==> src/rtl/muldiv_pkg.sv <==
// Shared types and constants for the mul/div arbiter.
// Op codes, FSM states and timer width helper.
package muldiv_pkg;

  localparam int W_DEF = 32;

  localparam logic [1:0] OP_MUL = 2'b00;
  localparam logic [1:0] OP_DIV = 2'b01;

  typedef enum logic [1:0] {
    IDLE,
    ISSUE,
    WAIT,
    RESP
  } state_t;

  function automatic int tmr_w(input int n);
    return (n < 1) ? 1 : $clog2(n + 1);
  endfunction

endpackage

==> src/rtl/muldiv_arbiter_if.sv <==
// Requester, result and core-side signals of the arbiter.
// slave = arbiter view, master = front ends plus core.
interface muldiv_arbiter_if #(
  parameter int W = 32
);

  logic         r0_req;
  logic         r1_req;
  logic [1:0]   r0_op;
  logic [1:0]   r1_op;
  logic [W-1:0] r0_a;
  logic [W-1:0] r1_a;
  logic [W-1:0] r0_b;
  logic [W-1:0] r1_b;

  logic         r0_done;
  logic         r1_done;
  logic [W-1:0] res_produto;
  logic [W-1:0] res_quociente;
  logic [W-1:0] res_resto;
  logic         res_err;
  logic         busy;

  logic         core_start;
  logic [1:0]   core_op;
  logic [W-1:0] core_a;
  logic [W-1:0] core_b;
  logic         core_done;
  logic [W-1:0] core_produto;
  logic [W-1:0] core_quociente;
  logic [W-1:0] core_resto;

  modport slave (
    input  r0_req, r1_req,
    input  r0_op, r1_op,
    input  r0_a, r1_a, r0_b, r1_b,
    output r0_done, r1_done,
    output res_produto, res_quociente,
    output res_resto, res_err, busy,
    output core_start, core_op,
    output core_a, core_b,
    input  core_done, core_produto,
    input  core_quociente, core_resto
  );

  modport master (
    output r0_req, r1_req,
    output r0_op, r1_op,
    output r0_a, r1_a, r0_b, r1_b,
    input  r0_done, r1_done,
    input  res_produto, res_quociente,
    input  res_resto, res_err, busy,
    input  core_start, core_op,
    input  core_a, core_b,
    output core_done, core_produto,
    output core_quociente, core_resto
  );

endinterface

==> src/rtl/muldiv_arbiter_rr_arb2.sv <==
// Two-way round-robin arbiter.
// On a tie the requester that was not served last wins.
module rr_arb2 (
  input  logic [1:0] req,
  input  logic       last_grant,
  output logic [1:0] grant
);

  always_comb begin
    grant = 2'b00;
    if (req == 2'b11) begin
      grant = last_grant ? 2'b01 : 2'b10;
    end else begin
      grant = req;
    end
  end

endmodule

==> src/rtl/muldiv_arbiter.sv <==
// Shares one iterative mul/div core between two requesters.
// Handles grant, operand latch, core sequencing, errors and timeout.
module muldiv_arbiter
  import muldiv_pkg::*;
#(
  parameter int W           = W_DEF,
  parameter int TIMEOUT_CYC = 255
) (
  input  logic clk_clk,
  input  logic reset_reset,
  muldiv_arbiter_if.slave bus
);

  localparam int TW = tmr_w(TIMEOUT_CYC);
  localparam logic [TW-1:0] TMAX = TW'(TIMEOUT_CYC);

  state_t       state_q, state_d;
  logic         last_q, last_d;
  logic         gnt_q, gnt_d;
  logic [TW-1:0] tmr_q, tmr_d;
  logic [1:0]   op_q, op_d;
  logic [W-1:0] a_q, a_d;
  logic [W-1:0] b_q, b_d;
  logic         start_q, start_d;
  logic         busy_q, busy_d;
  logic         d0_q, d0_d;
  logic         d1_q, d1_d;
  logic [W-1:0] prod_q, prod_d;
  logic [W-1:0] quo_q, quo_d;
  logic [W-1:0] rem_q, rem_d;
  logic         err_q, err_d;
  logic [1:0]   grant;

  rr_arb2 u_arb (
    .req        ({bus.r1_req, bus.r0_req}),
    .last_grant (last_q),
    .grant      (grant)
  );

  always_comb begin
    state_d = state_q;
    last_d  = last_q;
    gnt_d   = gnt_q;
    tmr_d   = tmr_q;
    op_d    = op_q;
    a_d     = a_q;
    b_d     = b_q;
    prod_d  = prod_q;
    quo_d   = quo_q;
    rem_d   = rem_q;
    err_d   = err_q;
    d0_d    = 1'b0;
    d1_d    = 1'b0;
    unique case (state_q)
      IDLE: begin
        if (|grant) begin
          gnt_d = grant[1];
          op_d  = grant[1] ? bus.r1_op : bus.r0_op;
          a_d   = grant[1] ? bus.r1_a  : bus.r0_a;
          b_d   = grant[1] ? bus.r1_b  : bus.r0_b;
          if (op_d == OP_DIV && b_d == '0) begin
            prod_d  = '0;
            quo_d   = '1;
            rem_d   = a_d;
            err_d   = 1'b1;
            state_d = RESP;
          end else if (op_d != OP_MUL &&
                       op_d != OP_DIV) begin
            prod_d  = '0;
            quo_d   = '0;
            rem_d   = '0;
            err_d   = 1'b1;
            state_d = RESP;
          end else begin
            state_d = ISSUE;
          end
        end
      end
      ISSUE: begin
        tmr_d   = '0;
        state_d = WAIT;
      end
      WAIT: begin
        if (bus.core_done) begin
          err_d   = 1'b0;
          state_d = RESP;
          if (op_q == OP_MUL) begin
            prod_d = bus.core_produto;
            quo_d  = '0;
            rem_d  = '0;
          end else begin
            prod_d = '0;
            quo_d  = bus.core_quociente;
            rem_d  = bus.core_resto;
          end
        end else begin
          tmr_d = tmr_q + TW'(1);
          if (tmr_d == TMAX) begin
            prod_d  = '0;
            quo_d   = '0;
            rem_d   = '0;
            err_d   = 1'b1;
            state_d = RESP;
          end
        end
      end
      RESP: begin
        last_d  = gnt_q;
        state_d = IDLE;
      end
      default: state_d = IDLE;
    endcase
    // done pulses on the cycle the FSM sits in RESP
    if (state_d == RESP && state_q != RESP) begin
      d0_d = ~gnt_d;
      d1_d = gnt_d;
    end
    start_d = (state_d == ISSUE);
    busy_d  = (state_d != IDLE);
  end

  always_ff @(posedge clk_clk or posedge reset_reset) begin
    if (reset_reset) begin
      state_q <= IDLE;
      last_q  <= 1'b1;
      gnt_q   <= 1'b0;
      tmr_q   <= '0;
      op_q    <= '0;
      a_q     <= '0;
      b_q     <= '0;
      start_q <= 1'b0;
      busy_q  <= 1'b0;
      d0_q    <= 1'b0;
      d1_q    <= 1'b0;
      prod_q  <= '0;
      quo_q   <= '0;
      rem_q   <= '0;
      err_q   <= 1'b0;
    end else begin
      state_q <= state_d;
      last_q  <= last_d;
      gnt_q   <= gnt_d;
      tmr_q   <= tmr_d;
      op_q    <= op_d;
      a_q     <= a_d;
      b_q     <= b_d;
      start_q <= start_d;
      busy_q  <= busy_d;
      d0_q    <= d0_d;
      d1_q    <= d1_d;
      prod_q  <= prod_d;
      quo_q   <= quo_d;
      rem_q   <= rem_d;
      err_q   <= err_d;
    end
  end

  assign bus.r0_done       = d0_q;
  assign bus.r1_done       = d1_q;
  assign bus.res_produto   = prod_q;
  assign bus.res_quociente = quo_q;
  assign bus.res_resto     = rem_q;
  assign bus.res_err       = err_q;
  assign bus.busy          = busy_q;
  assign bus.core_start    = start_q;
  assign bus.core_op       = op_q;
  assign bus.core_a        = a_q;
  assign bus.core_b        = b_q;

endmodule

==> src/flat_wrapper.sv <==
// flat-port wrapper written by rule: the top's interface ports become plain ports
module muldiv_arbiter_flat import muldiv_pkg::*;
#(
  parameter int W           = W_DEF,
  parameter int TIMEOUT_CYC = 255
)
  (clk_clk, reset_reset, bus_r0_req, bus_r1_req, bus_r0_op, bus_r1_op, bus_r0_a, bus_r1_a, bus_r0_b, bus_r1_b, bus_r0_done, bus_r1_done, bus_res_produto, bus_res_quociente, bus_res_resto, bus_res_err, bus_busy, bus_core_start, bus_core_op, bus_core_a, bus_core_b, bus_core_done, bus_core_produto, bus_core_quociente, bus_core_resto);
  muldiv_arbiter_if #(.W(W)) bus_i ();
  input  logic clk_clk;
  input  logic reset_reset;
  input wire logic [$bits(bus_i.r0_req)-1:0] bus_r0_req;
  input wire logic [$bits(bus_i.r1_req)-1:0] bus_r1_req;
  input wire logic [$bits(bus_i.r0_op)-1:0] bus_r0_op;
  input wire logic [$bits(bus_i.r1_op)-1:0] bus_r1_op;
  input wire logic [$bits(bus_i.r0_a)-1:0] bus_r0_a;
  input wire logic [$bits(bus_i.r1_a)-1:0] bus_r1_a;
  input wire logic [$bits(bus_i.r0_b)-1:0] bus_r0_b;
  input wire logic [$bits(bus_i.r1_b)-1:0] bus_r1_b;
  output wire logic [$bits(bus_i.r0_done)-1:0] bus_r0_done;
  output wire logic [$bits(bus_i.r1_done)-1:0] bus_r1_done;
  output wire logic [$bits(bus_i.res_produto)-1:0] bus_res_produto;
  output wire logic [$bits(bus_i.res_quociente)-1:0] bus_res_quociente;
  output wire logic [$bits(bus_i.res_resto)-1:0] bus_res_resto;
  output wire logic [$bits(bus_i.res_err)-1:0] bus_res_err;
  output wire logic [$bits(bus_i.busy)-1:0] bus_busy;
  output wire logic [$bits(bus_i.core_start)-1:0] bus_core_start;
  output wire logic [$bits(bus_i.core_op)-1:0] bus_core_op;
  output wire logic [$bits(bus_i.core_a)-1:0] bus_core_a;
  output wire logic [$bits(bus_i.core_b)-1:0] bus_core_b;
  input wire logic [$bits(bus_i.core_done)-1:0] bus_core_done;
  input wire logic [$bits(bus_i.core_produto)-1:0] bus_core_produto;
  input wire logic [$bits(bus_i.core_quociente)-1:0] bus_core_quociente;
  input wire logic [$bits(bus_i.core_resto)-1:0] bus_core_resto;
  assign bus_i.r0_req = bus_r0_req;
  assign bus_i.r1_req = bus_r1_req;
  assign bus_i.r0_op = bus_r0_op;
  assign bus_i.r1_op = bus_r1_op;
  assign bus_i.r0_a = bus_r0_a;
  assign bus_i.r1_a = bus_r1_a;
  assign bus_i.r0_b = bus_r0_b;
  assign bus_i.r1_b = bus_r1_b;
  assign bus_r0_done = bus_i.r0_done;
  assign bus_r1_done = bus_i.r1_done;
  assign bus_res_produto = bus_i.res_produto;
  assign bus_res_quociente = bus_i.res_quociente;
  assign bus_res_resto = bus_i.res_resto;
  assign bus_res_err = bus_i.res_err;
  assign bus_busy = bus_i.busy;
  assign bus_core_start = bus_i.core_start;
  assign bus_core_op = bus_i.core_op;
  assign bus_core_a = bus_i.core_a;
  assign bus_core_b = bus_i.core_b;
  assign bus_i.core_done = bus_core_done;
  assign bus_i.core_produto = bus_core_produto;
  assign bus_i.core_quociente = bus_core_quociente;
  assign bus_i.core_resto = bus_core_resto;
  muldiv_arbiter #(.W(W), .TIMEOUT_CYC(TIMEOUT_CYC)) u_core (.clk_clk(clk_clk), .reset_reset(reset_reset), .bus(bus_i));
endmodule
==> config.mk <==
export PLATFORM = sky130hd
export DESIGN_NAME = muldiv_arbiter_flat
export DESIGN_NICKNAME = d
export VERILOG_FILES = /design/src/rtl/muldiv_pkg.sv /design/src/rtl/muldiv_arbiter_if.sv /design/src/rtl/muldiv_arbiter_rr_arb2.sv /design/src/rtl/muldiv_arbiter.sv /design/src/flat_wrapper.sv
export SDC_FILE = /design/constraint.sdc
export NUM_CORES = 1
export LEC_CHECK = 0
export CORE_AREA = 2 2 153 155
export CTS_CLUSTER_SIZE = 24
export DETAILED_ROUTE_END_ITERATION = 16
export DIE_AREA = 0 0 155 157
export PLACE_DENSITY = 0.74
export SLEW_MARGIN = 20
export SYNTH_ARGS = -nofsm -noshare
export SYNTH_HDL_FRONTEND = slang
export SYNTH_SLANG_ARGS = --single-unit
==> constraint.sdc <==
create_clock -name clk_clk -period 9.9 [get_ports clk_clk]
set_input_delay 2.475 -clock clk_clk [delete_from_list [all_inputs] [get_ports clk_clk]]
set_output_delay 2.475 -clock clk_clk [all_outputs]
set_load 0.005 [all_outputs]
# --- Word level (Yosys, flattened, before mapping) ---
# Index checks and enable logic that the tools add are counted.
classes:
  addsub: 1
  n_mul: 0
  div_mod_pow: 0
  order_cmp: 0
  n_eq_ne: 14
  n_shift: 0
  n_mux: 40
  bitwise_logic: 1
  n_reduce_logical: 14
ops:
  columns: ["cell", "n"]
  rows:
  - ["two-way mux 32 bit", 16]
  - ["one-hot mux 32 bit (2 select lines)", 3]
  - ["logical NOT 32 bit", 1]
  - ["two-way mux 2 bit", 8]
  - ["one-hot mux 8 bit (2 select lines)", 1]
  - ["two-way mux 1 bit", 9]
  - ["adder 8 x 1 -> 8 bit (second input constant)", 1]
  - ["== test 2 bit (second input constant)", 4]
  - ["== test 8 bit (second input constant)", 1]
  - ["two-way mux 8 bit", 1]
  - ["one-hot mux 2 bit (4 select lines)", 1]
  - ["nonzero test 2 bit", 4]
  - ["== test 2 x 1 -> 1 bit (second input constant)", 3]
  - ["logical NOT 2 bit", 2]
  - ["inequality test 2 x 1 -> 1 bit (second input constant)", 2]
  - ["inequality test 2 bit (second input constant)", 2]
  - ["AND reduction 2 bit", 2]
  - ["AND reduction 4 bit", 1]
  - ["logical AND 1 bit", 3]
  - ["inequality test 3 x 1 -> 1 bit (second input constant)", 1]
  - ["inequality test 3 x 2 -> 1 bit (second input constant)", 1]
  - ["one-hot mux 1 bit (2 select lines)", 1]
  - ["OR reduction 2 bit", 1]
  - ["inverter 1 bit", 1]
totals:
  ff_bits: 179
  latchBits: 0
  ramBits: 0
  romBits: 0
  wordCells: 85
  mem_count: 0

# --- Longest topological paths before layout ---
logic_depth:
  depth_word: 12
  mapped_depth: 10
  depth_no_buf: 7

# --- Modules after synthesis ---
# Synthesis repeated with hierarchy kept, for this count alone.
hier_totals:
  hier_cells: 760
  hier_area_um2: 8185.4
by_module_without_submodules:
  columns: ["module", "instances", "cells_each", "area_per_inst_um2", "seq_area_each_um2"]
  rows:
  - ["muldiv_arbiter", 1, 757, 8166.6, 4480.5]
  - ["rr_arb2", 1, 3, 18.8, 0.0]

# --- Worst setup path before layout ---
# OpenSTA, ideal clock, no wires.
synth_path:
  path_type: "in2reg"
  from: "input port bus_r0_b[14]"
  to: "register u_core.rem_q[20] (netlist: u_core.bus.res_resto[20])"
  setup_time_ns: 0.125
  t_arrival_ns: 4.220
  required_ns: 9.775
  setup_slack_ns: 5.555
  stages: 6
  path_cell_list: "or4_1 o41ai_4 a31oi_1 a21oi_4 buf_4 mux2_2"
synth_via:
  elab_chain_len: 6
  elab_cells_between_ends: 8
synth_rtl:
  columns: ["item", "line", "rtl"]
  rows:
  - ["from (decl)", "flat_wrapper.sv:17", "input wire logic [$bits(bus_i.r0_b)-1:0] bus_r0_b;"]
  - ["two-way mux 32 bit *", "muldiv_arbiter.sv:60", "b_d = grant[1] ? bus.r1_b : bus.r0_b;"]
  - ["logical NOT 32 bit *", "muldiv_arbiter.sv:61", "if (op_d == OP_DIV && b_d == '0) begin"]
  - ["logical AND 1 bit *", "muldiv_arbiter.sv:61", null]
  - ["two-way mux 32 bit", "muldiv_arbiter.sv:61", null]
  - ["two-way mux 32 bit", "muldiv_arbiter.sv:56", "if (|grant) begin"]
  - ["one-hot mux 32 bit (2 select lines)", "muldiv_arbiter.sv:54", "unique case (state_q)"]
  - ["to (signal assigned)", "muldiv_arbiter.sv:153", "rem_q <= rem_d;"]
  - ["to (decl)", "muldiv_arbiter.sv:30", "logic [W-1:0] rem_q, rem_d;"]
# Mark *: on every way between the ends. The rest lies on a longest branch, timed or not. The select of a mux whose other input is x is not followed.
# A chain may end at the register's enable or synchronous reset.

# --- Final worst setup path ---
layout_path:
  from: "input port bus_r0_req"
  to: "register u_core.rem_q[17] (netlist: u_core.bus.res_resto[17])"
layout_via:
  elab_chain_len: 8
  elab_cells_between_ends: 18
layout_rtl:
  columns: ["item", "line", "rtl"]
  rows:
  - ["from (decl)", "flat_wrapper.sv:11", "input wire logic [$bits(bus_i.r0_req)-1:0] bus_r0_req;"]
  - ["== test 2 bit", "muldiv_arbiter_rr_arb2.sv:11", "if (req == 2'b11) begin"]
  - ["two-way mux 2 bit *", "muldiv_arbiter_rr_arb2.sv:11", null]
  - ["two-way mux 32 bit or two-way mux 2 bit (tied branches)", "muldiv_arbiter.sv:60, muldiv_arbiter.sv:58", null]
  - ["logical NOT 32 bit or == test 2 x 1 -> 1 bit (tied branches)", "muldiv_arbiter.sv:61", null]
  - ["logical AND 1 bit", "muldiv_arbiter.sv:61", null]
  - ["two-way mux 32 bit", "muldiv_arbiter.sv:61", null]
  - ["two-way mux 32 bit", "muldiv_arbiter.sv:56", null]
  - ["one-hot mux 32 bit (2 select lines)", "muldiv_arbiter.sv:54", null]
# Marks and branches as above.

==> metrics.cfg <==
[setup_path]
worstSetupStartpoint=bus_r0_req
crit_top_cell=buf_4
cp_max_fo=58
startpoint_type=input pin
rrSetupSlack_ns=5.97
crit_type=in2reg
cp_slowest_cell=buf_4
reg2regPathDepth=8
required_ns=10.20
crit_end=u_core.bus.res_resto[17]
critPathArrivalTime_ns=6.36
cp_cell_sequence=clkdlybuf4s50_1 > a21boi_4 > buf_4 > nand4b_1 > o22ai_1 > a31oi_1 > a21oi_4 > buf_4 > mux2_2
timing.rr.start=u_core.last_q
reg2reg_to=u_core.bus.res_resto[17]
setup.worst_path.end_class=flip-flop
cp_slowest_stage_delay_ns=0.73

[route]
wire_per_inst_microns=19.2
route.detailed.drc=0
dr.pass1.iters=5
vias_per_cell=4.96
dr_total_vias=7426
ant_nets=0
drt-total-wl_microns=28700
drt-initial-drc-count=453

[yosys]
syn_inst=821
synth_top_family_by_area=multiplexers
netlist_area_sq_um=8470
synth.top_cell.area_share_pct=52.6
synthTopCellsByCount=dfrtp_1 (178), nand2_1 (140), mux2i_1 (131), o21ai_0 (111), inv_1 (71)
synth_cell_types=46
synth_async_sr_flop_share_pct=100
synth-seq-area-share_pct=52.9
synth_compound_area_share_pct=10.5
synth_most_common_cell=dfrtp_1
synth.largest_area_cell=dfrtp_1
synth.ff_latch_count=179
yosys.area_share.simple_pct=9.48
synthMuxAreaShare_pct=19.9
yosysWarningCount=0
synth.area.top_cells=dfrtp_1 (53%), mux2i_1 (15%), o21ai_0 (6.6%), nand2_1 (6.2%), mux2_2 (4.4%)
synth_ff_type=dfrtp_1
syn_nets=1060
synth-adder-area-share_pct=0.886
synth_xor_area_share_pct=0.310
synth_edf_count=0
synth_area_per_cell_sq_um=10.3

[pwr]
peakVddDrop_v=0.000136
seqPwrFrac_pct=35.2
swShare_pct=34.6
power_mw=3.27
p_leak_nw=5.60
p_sw_mw=1.13
p_int_mw=2.14
comb_power_share_pct=45.1
clock_power_share_pct=19.6
p_per_area_nw_per_um2=247

[run]
cap_violations=0

[cts]
cts_htree_levels=4
clk-insertion-delay-late_ns=0.42
cts_buffers=17
clk_pin_slew_ns=0.06
cts.sinks=179
cts-resized-gates=0
cts-root-buf=clkbuf_16
cts_setup_buffers=0
clk_path_buf_depth=2
hold_buffers=0
cts_tree=yes

[layout]
area_growth_pct=56.2
fill_cells=1961
multi_input_area_sq_um=3510
instances_no_fill=1496
finalNetCount=1438
antennaDiodeCount=0
drive_gt1_share_pct=6.69
seqCellArea_sq_um=4480

[floorplan]
coreArea_sq_um=22500
pin_count=400
die_area_sq_um=24300
die_w_microns=155
die_y_microns=157
initial_utilization_pct=37.7
fp-row-count=55

[sta]
drv_slew=0
finalClockSkew_ns=0.0117
min_period_ns=6.06
period_share_pct=61.2
slew_headroom_pct=33.1
hold_viol_final=0
worst_pin_slew_ns=1.00
fin_tns_setup_ns=0
rsz0062_at_grt=false
timing.fmax_ghz=0.165
setup_violations=0

[global_route]
grt_max_degree=124
grt_pass1_wl_microns=43100
grt_pass1_vias=7491
grt_antenna_before_repair=0
grt.overflow.total=0
grt_usage_pct=23.1

[placement]
place_inst=1465
io_buffers=399
dp_hpwl_microns=21500
gp_congestion=0.864

[worst_hold_path]
whs_path_depth=2
hold_path.class=reg2reg

[outcome]
status=finished, final reports clean

## sequential cells by signal, summed over array words and instances, names as in the netlist
register / count
u_core.state_q: 2
u_core.gnt_q: 1
u_core.bus.r1_done: 1
u_core.last_q: 1
u_core.bus.busy: 1
u_core.bus.res_produto: 32
u_core.bus.res_resto: 32
u_core.bus.res_err: 1
u_core.tmr_q: 8
u_core.bus.r0_done: 1
u_core.bus.core_start: 1
u_core.bus.core_op: 2
u_core.bus.core_a: 32
u_core.bus.res_quociente: 32
u_core.bus.core_b: 32
## per-layer routing
metal / vias up / share of wire, % / wire length, microns / global-route usage [%]
met4: 0 / 2.9 / 827 / 8.20
met2: 251 / 50 / 14300 / 40.1
met1: 3591 / 42 / 12100 / 29.2
met5: - / 0 / 0 / 0
li1: 3537 / - / - / -
met3: 47 / 5.4 / 1550 / 3.91
## critical path: cells and delay by family
kind,cells,cell delay (ns)
buffers and inverters,3,1.77
and+or+nand+nor,1,0.32
AOI/OAI and AO/OA,4,1.30
muxes,1,0.41
## cell usage in the layout (no fill, tap or decap), types with 2 or more instances in the layout
master and n:
clkdlybuf4s50_1 399, dfrtp_1 178, nand2_1 140, mux2i_1 131
o21ai_0 111, inv_1 70, a21oi_1 35, mux2_2 33
clkbuf_16 17, nor4_1 11, nor2_1 8, buf_4 8
nand4_1 6, ha_1 6, nand3_1 4, inv_8 4
nor4b_1 3, inv_6 3, clkinvlp_4 3, nor3_1 2
o22ai_1 2, a21boi_0 2, a31oi_1 2, xor2_1 2
clkinv_4 2
## cells by family after synthesis
group,after synthesis
xor gates and xnor gates,3
adders and majority gates,6
buffers and inverters,120
and+or+nand+nor,186
DFF,179
muxes,164
AOI/OAI and AO/OA,163
## worst min path at each step
| stage | from | slack, ns | to |
|---|---|---|---|
| floorplan | u_core.bus.core_a[0] | 0.47 | u_core.bus.core_a[0] |
| detailed placement | u_core.bus.core_b[23] | 0.47 | u_core.bus.core_b[23] |
| global placement | u_core.bus.core_a[13] | 0.46 | u_core.bus.core_a[13] |
| global route | u_core.bus.core_a[20] | 0.50 | u_core.bus.core_a[20] |
| CTS | u_core.bus.core_b[23] | 0.48 | u_core.bus.core_b[23] |
| finish | u_core.bus.core_a[20] | 0.48 | u_core.bus.core_a[20] |
## power groups by stage
stage	sequential, mW	clock, mW	combinational, mW
floorplan	1.17	0	0.670
global placement	1.16	0	1.46
detailed placement	1.16	0	1.49
CTS	1.15	0.661	1.49
global route	1.19	0.692	1.60
finish	1.15	0.643	1.48
## stage by stage
step | utilization [%] | cell area, sq um | worst slack, ns | hold slack [ns]
after CTS | 58.8 | 13200 | 3.81 | 0.485
after global routing | 58.8 | 13200 | 3.60 | 0.501
after floorplan | - | 8470 | 2.57 | 0.473
after global placement | 56.4 | 12700 | 3.44 | 0.461
after detailed placement | 56.4 | 12700 | 3.40 | 0.469
final | 58.8 | 13200 | 3.84 | 0.479
## cell type report
class | instances | area share [%]
clock buffer | 18 | 3.24
clock inverter | 13 | 0.917
inverter | 71 | 2.07
multi-input combinational | 522 | 26.5
sequential | 179 | 33.8
tap | 285 | 2.69
timing repair buffer | 408 | 30.7
Note: power is estimated with default switching activity, not from simulation.
